$ cat config.mk
export PLATFORM = sky130hd
export DESIGN_NAME = memory_stage
export DESIGN_NICKNAME = d
export VERILOG_FILES = /design/src/rtl/memory_stage.sv
export SDC_FILE = /design/constraint.sdc
export NUM_CORES = 1
export LEC_CHECK = 0
export CAP_MARGIN = 5
export CORE_UTILIZATION = 43
export DETAILED_ROUTE_END_ITERATION = 8
export PLACE_DENSITY = 0.82
export SLEW_MARGIN = 20
export SYNTH_ARGS = -nofsm -noshare
export SYNTH_HDL_FRONTEND = slang
export SYNTH_SLANG_ARGS = --single-unit
$ cat constraint.sdc
create_clock -name clk -period 2.1 [get_ports clk]
set_input_delay 0.42 -clock clk [delete_from_list [all_inputs] [get_ports clk]]
set_output_delay 0.42 -clock clk [all_outputs]
set_load 0.05 [all_outputs]
$ cat src/rtl/memory_stage.sv
// Memory pipeline stage: EX/MM latch, word load/store with bounded wait, MM/WB latch.
// Latency: one cycle EX->MM and one cycle MM->WB; memory waits add one cycle per wait state.
// Backpressure: mm_stall holds upstream and the EX/MM latch while an access waits for ack.
module memory_stage #(
  parameter int unsigned TIMEOUT = 15
) (
  input  logic        clk,
  input  logic        rst,
  input  logic        ex_valid,
  input  logic [1:0]  ex_mem_op,
  input  logic        ex_wb_en,
  input  logic [1:0]  ex_wb_kind,
  input  logic [4:0]  ex_dst,
  input  logic        result_P,
  input  logic [31:0] result_I,
  input  logic [31:0] result_F,
  input  logic [31:0] Wdata,
  output logic        mm_stall,
  output logic        dmem_req,
  output logic        dmem_we,
  output logic [31:0] dmem_addr,
  output logic [31:0] dmem_wdata,
  input  logic        dmem_ack,
  input  logic [31:0] dmem_rdata,
  output logic        pval_mm,
  output logic [31:0] rval_mm,
  output logic [31:0] fval_mm,
  output logic        wb_valid,
  output logic        wb_en,
  output logic [1:0]  wb_kind,
  output logic [4:0]  wb_dst,
  output logic [31:0] rval_wb,
  output logic        mem_err
);

  localparam logic [1:0] OP_LOAD  = 2'b01;
  localparam logic [1:0] OP_STORE = 2'b10;
  localparam logic [1:0] KIND_P   = 2'b00;
  localparam logic [1:0] KIND_I   = 2'b01;
  localparam logic [1:0] KIND_F   = 2'b10;
  localparam logic [7:0] TMO      = 8'(TIMEOUT);

  typedef enum logic {ST_RUN, ST_WAIT} state_t;

  state_t      state;
  logic [7:0]  wait_cnt;

  // EX/MM latch contents
  logic        mm_valid;
  logic [1:0]  mm_op;
  logic        mm_wb_en;
  logic [1:0]  mm_kind;
  logic [4:0]  mm_dst;
  logic        mm_p;
  logic [31:0] mm_i;
  logic [31:0] mm_f;
  logic [31:0] mm_wdata;

  logic        is_load;
  logic        is_store;
  logic        is_mem;
  logic        aligned;
  logic        in_wait;
  logic        misalign;
  logic        tmo_hit;
  logic        complete;
  logic        wb_en_nxt;
  logic [31:0] rval_nxt;

  // Decode of the instruction sitting in the EX/MM latch
  always_comb begin
    is_load  = mm_valid && (mm_op == OP_LOAD);
    is_store = mm_valid && (mm_op == OP_STORE);
    is_mem   = is_load || is_store;
    aligned  = (mm_i[1:0] == 2'b00);
    in_wait  = (state == ST_WAIT);
    misalign = (state == ST_RUN) && is_mem && !aligned;
    // The ack is checked first so an ack on the last allowed cycle still succeeds.
    tmo_hit  = in_wait && !dmem_ack && (wait_cnt == TMO);
  end

  // Request port and stall; the request drops with the latch/FSM on reset
  always_comb begin
    dmem_req   = ((state == ST_RUN) && is_mem && aligned) || in_wait;
    dmem_we    = dmem_req && is_store;
    dmem_addr  = dmem_req ? mm_i : 32'h0;
    dmem_wdata = dmem_req ? mm_wdata : 32'h0;
    mm_stall   = ((state == ST_RUN) && is_mem && aligned && !dmem_ack) ||
                 (in_wait && !dmem_ack && (wait_cnt != TMO));
    // Any valid instruction that is not stalled leaves the stage this cycle.
    complete   = mm_valid && !mm_stall;
  end

  // Write-back value selection; failed or store accesses never write a register
  always_comb begin
    wb_en_nxt = mm_wb_en && !is_store && !misalign && !tmo_hit;
    if (is_load) begin
      rval_nxt = dmem_rdata;
    end else begin
      case (mm_kind)
        KIND_P:  rval_nxt = {31'b0, mm_p};
        KIND_I:  rval_nxt = mm_i;
        KIND_F:  rval_nxt = mm_f;
        default: rval_nxt = mm_i;
      endcase
    end
  end

  // EX/MM latch: loads every non-stalled cycle, bubbles included
  always_ff @(posedge clk or negedge rst) begin
    if (!rst) begin
      mm_valid <= 1'b0;
      mm_op    <= 2'b00;
      mm_wb_en <= 1'b0;
      mm_kind  <= 2'b00;
      mm_dst   <= 5'd0;
      mm_p     <= 1'b0;
      mm_i     <= 32'h0;
      mm_f     <= 32'h0;
      mm_wdata <= 32'h0;
    end else if (!mm_stall) begin
      mm_valid <= ex_valid;
      mm_op    <= ex_mem_op;
      mm_wb_en <= ex_wb_en;
      mm_kind  <= ex_wb_kind;
      mm_dst   <= ex_dst;
      mm_p     <= result_P;
      mm_i     <= result_I;
      mm_f     <= result_F;
      mm_wdata <= Wdata;
    end
  end

  // Access FSM with wait counter and sticky error flag
  always_ff @(posedge clk or negedge rst) begin
    if (!rst) begin
      state    <= ST_RUN;
      wait_cnt <= 8'd0;
      mem_err  <= 1'b0;
    end else begin
      case (state)
        ST_RUN: begin
          if (misalign) begin
            mem_err <= 1'b1;
          end
          if (is_mem && aligned && !dmem_ack) begin
            state    <= ST_WAIT;
            wait_cnt <= 8'd1;
          end
        end
        ST_WAIT: begin
          if (dmem_ack) begin
            state    <= ST_RUN;
            wait_cnt <= 8'd0;
          end else if (wait_cnt == TMO) begin
            state    <= ST_RUN;
            wait_cnt <= 8'd0;
            mem_err  <= 1'b1;
          end else begin
            wait_cnt <= wait_cnt + 8'd1;
          end
        end
        default: begin
          state    <= ST_RUN;
          wait_cnt <= 8'd0;
        end
      endcase
    end
  end

  // MM/WB latch: valid only on completion; the value fields hold otherwise
  always_ff @(posedge clk or negedge rst) begin
    if (!rst) begin
      wb_valid <= 1'b0;
      wb_en    <= 1'b0;
      wb_kind  <= 2'b00;
      wb_dst   <= 5'd0;
      rval_wb  <= 32'h0;
    end else begin
      wb_valid <= complete;
      wb_en    <= complete && wb_en_nxt;
      if (complete) begin
        wb_kind <= mm_kind;
        wb_dst  <= mm_dst;
        rval_wb <= rval_nxt;
      end
    end
  end

  // Forwarding taps on the EX/MM latch (rval_mm is the address for memory ops)
  always_comb begin
    pval_mm = mm_p;
    rval_mm = mm_i;
    fval_mm = mm_f;
  end

endmodule

# Word level (Yosys, flattened, before mapping)
# Cells that the tools add are included.
[word_totals] wordCells=73 input_bits=143 register_bits=159
[op_classes] eq_ne=9 bitwise=1 reduce_logical=29 mux=16 addsub=1
[op_table] operator="$mux W32" n=3
[op_table] operator="$pmux W32 S2" n=1
[op_table] operator="$mux W8" n=3
[op_table] operator="$logic_and A1 B1 Y1" n=17
[op_table] operator="$pmux W8 S2" n=1
[op_table] operator="$add A8 B1 Y8 const B" n=1
[op_table] operator="$eq A8 B4 Y1 const B" n=1
[op_table] operator="$ne A8 B4 Y1 const B" n=1
[op_table] operator="$logic_not A1 Y1" n=6
[op_table] operator="$mux W1" n=6
[op_table] operator="$eq A2 B2 Y1 const B" n=2
[op_table] operator="$logic_not A2 Y1" n=2
[op_table] operator="$ne A2 B1 Y1 const B" n=2
[op_table] operator="$ne A2 B2 Y1 const B" n=2
[op_table] operator="$pmux W1 S2" n=2
[op_table] operator="$logic_or A1 B1 Y1" n=3
[op_table] operator="$reduce_and A3 Y1" n=1
[op_table] operator="$eq A2 B1 Y1 const B" n=1
[op_table] operator="$not A1 Y1" n=1

# Longest topological paths before layout
[depth] depth_word=10 mapped_depth=8

# Worst setup path before layout
# No wires, ideal clock.
[synth_path] path_kind="reg2out" startpoint="register mm_i[1] (netlist: rval_mm[1])" endpoint="output dmem_addr[10]" n_path_buf=2 path_slack_ns=-0.437 arrival_time_ns=2.117 stages_incl_launch_ff=6 path_cell_list="dfrtp_1 > nor2_1 > a31oi_1 > clkbuf_1 > clkbuf_1 > nor2b_1"
[synth_between] elab_chain_cells=4
[synth_lines] element="from (decl)" line="55" text="logic [31:0] mm_i;"
[synth_lines] element="from (signal assigned)" line="128" text="mm_i <= result_I;"
[synth_lines] element="$logic_not A2 Y1" line="75" text="aligned = (mm_i[1:0] == 2'b00);"
[synth_lines] element="$logic_and A1 B1 Y1" line="84" text="dmem_req = ((state == ST_RUN) && is_mem && aligned) || in_wait;"
[synth_lines] element="$logic_or A1 B1 Y1" line="84"
[synth_lines] element="$mux W32" line="86" text="dmem_addr = dmem_req ? mm_i : 32'h0;"
[synth_lines] element="to (decl)" line="21" text="output logic [31:0] dmem_addr,"
# No other way between the ends.

# Worst setup path in the final report
[layout_path] startpoint="register mm_op[1]" endpoint="output dmem_wdata[3]"
[layout_between] elab_chain_cells=7 word_cells_on_any_way=9 classes_between="eq/ne (2); mux (1); reduce/logical (6)"
[layout_lines] element="from (decl)" line="50" text="logic [1:0] mm_op;"
[layout_lines] element="from (signal assigned)" line="123" text="mm_op <= ex_mem_op;"
[layout_lines] element="$eq A2 B1 Y1 or $eq A2 B2 Y1 (tied branches)" line="72, 73"
[layout_lines] element="$logic_and A1 B1 Y1 (on tied branches)" line="72, 73"
[layout_lines] element="$logic_or A1 B1 Y1 *" line="74" text="is_mem = is_load || is_store;"
[layout_lines] element="$logic_and A1 B1 Y1 * (2 in series)" line="84"
[layout_lines] element="$logic_or A1 B1 Y1 *" line="84"
[layout_lines] element="$mux W32 *" line="87" text="dmem_wdata = dmem_req ? mm_wdata : 32'h0;"
[layout_lines] element="to (decl)" line="22" text="output logic [31:0] dmem_wdata,"
# Mark *: on every way between the ends. The rest lies on a longest branch, timed or not.

==> results.ini <==
[layout]
diodes=0
syn_to_final_growth_pct=73.23
post-route-cell-area_um2=12610
instances_no_fill=1148
nNetsFinal=1060
drive_above_1_share_pct=40.52

[cts]
cts.sinks=159
clk_pin_slew_ns=0.06
cts_buffers=17
clkLatencyLatePin_ns=0.42
cts_root_buf=clkbuf_16
ctsLongestPathBuffers=2
cts_tree=built
h-tree-depth=4

[floorplanning]
start_util_pct=44.04
dieArea_um2=17450
core.rowCount=47
die_h_um=132.1
die_w_um=132.1
ios=317
core_area_um2=16520

[drt]
routed_wirelength_mm=23.26
drtIter0Drc=273
drc=0
vias=5965
drtAntennaViolNets=0
wl_per_cell_um=20.26
viasPerCell=5.196
drt_pass1_iterations=4

[min_path]
hold_path.class=reg -> reg
hold_depth=1

[grt]
grt_pass1_vias=6131
grt_max_degree=65
grt_pass1_wl_mm=33.88
antenna_found_initial=0
grt_overflow=0
track_usage_pct=25.12

[place]
dp.cells=1100
place_ws_ns=-0.1129
io_buffers=316
place_congestion=0.8540
place_hpwl_mm=14.68
dpl_cell_area_um2=10980

[worst_setup_path]
worstPathMaxFanout=14
startpoint_type=register
r2r_cells=8
crit_required_ns=1.68
setup.worst_path.class=reg -> out
cp_data_arrival_time_ns=1.87
crit_path_end_kind=output pin

[timing]
tightest_slew_ns=0.5729
min_period_ns=2.293
setup_ws_ns=-0.1927
fmax_mhz=436.2
final_hold_viol_count=0
rsz0062_at_grt=true
clock_skew_ns=0.01037
relSlewSlack_pct=61.74
setup_viol=68
drv_slew=0
post-route-period-util_pct=109.2
holdWs_ns=0.4914

[logic_synthesis]
synth_top_area_share_pct=54.68
synth_seq_cells=159
synth-edff-count=0
yosys.area.top_type=dfrtp_1
synth_compound_area_share_pct=7.926
synthAdderAreaFrac_pct=0.1719
synth_warnings=0
syn-cell-area_um2=7277
ys_seq_area_share_pct=54.68
synth-main-ff-cell=dfrtp_1
yosys.area_share.simple_pct=10.09
synth-async-reset-ratio_pct=100.0
synthTopCellsByArea=dfrtp_1 (55%), mux2_2 (21%), nor2b_1 (5.6%), a22oi_1 (3.2%), a21oi_1 (2.3%)
yosys.area_share.xor_xnor_pct=0.2407
synth_top_family_by_area=multiplexers
synth.distinct_cells=43
synthMuxAreaShare_pct=23.21
synth_cells=567
synth_nets=711
yosys-top-cells-count=dfrtp_1 (159), mux2_2 (137), nor2b_1 (65), nor2_1 (36), a21oi_1 (34)
yosysMostFrequentCell=dfrtp_1
synth.avg_cell_area_um2=12.83

[outcome]
status=finished, violations left
violations=negative setup slack

[run]
cap_violations=0

[power_and_ir_drop]
p_leak_uw=0.005640
p_per_area_nw_per_um2=849.1
ir_worst_vdd_uv=573.2
p_total_uw=10700

[per-layer routing]
metal | wire length (um) | part of all wire [%] | track usage, %
met5 | 0 | 0 | 0
met4 | 405 | 1.7 | 6.460
met3 | 1527 | 6.6 | 8.074
met2 | 11910 | 51 | 42.65
met1 | 9415 | 40 | 30.87
[where the power goes]
part	switching, uW	internal [uW]	total, uW	leakage, uW
Sequential	279	3460	3740	0.00188
Clock	1240	1740	2970	0.000262
Combinational	2280	1710	3990	0.00349
[logic make-up after synthesis]
group | after synthesis
DFF | 159
muxes | 147
adders and majority gates | 1
xor gates and xnor gates | 2
AOI/OAI and AO/OA | 87
buffers and inverters | 44
and+or+nand+nor | 127
[through the flow]
step                      TNS, ns  utilization (%)
after floorplan            -5.215                -
after global placement     -2.207            66.43
after detailed placement   -3.564            66.43
after CTS                  -12.54            72.44
after global routing       -16.27            76.29
final                      -10.18            76.29
[worst paths after layout]
path                       slack (ns)  startpoint       endpoint
max                             -0.19    mm_op[1]  dmem_wdata[3]
min                              0.49  rval_wb[3]     rval_wb[3]
max reg2reg                     -0.03    mm_op[1]     mm_kind[1]
min reg2reg                      0.49  rval_wb[3]     rval_wb[3]
max in group asynchronous        0.92         rst    rval_wb[26]
min in group asynchronous        0.56         rst   mm_wdata[19]
[final cells by class]
type	count	area, um^2
clock inverters	11	118.9
fillers	1000	3919
flip-flops and latches	159	3983
inverters	5	22.52
clock buffers	20	436.7
well taps	220	275.3
repair buffers	369	4106
multi-input cells	364	3664
[registers in the layout, summed over array words and instances, names as in the netlist, 2 cells and up]
signal / flops
wb_kind: 2
mm_op: 2
rval_wb: 32
wait_cnt: 8
mm_kind: 2
rval_mm: 32
mm_dst: 5
mm_wdata: 32
wb_dst: 5
fval_mm: 32
[worst max-delay path: stages (launching register included)]
cell	delay, ns
dfrtp_2	0.42
xor2_2	0.23
a31oi_4	0.14
buf_6	0.17
buf_12	0.16
nor2b_2	0.15
buf_6	0.17
[repair_timing]
item,4_1_cts,5_1_grt
hold endpoints to repair,48,0
pin swaps,4,2
buffers inserted,5,5
resized for setup,88,128
endpoints found under the setup margin,66,193
hold buffers,1,0
gates cloned,2,7
[cell usage in the layout (no fill, tap or decap), drive strengths merged, types with 7 or more instances in the layout]
cell type / instances
nor2b: 65
clkdlybuf4s50: 218
dfrtp: 159
nor2: 36
a21oi: 34
dlymetal6s2s: 23
o21ai: 7
a22oi: 31
mux2: 147
buf: 120
clkbuf: 25
Note: power is estimated with default switching activity, not from simulation.
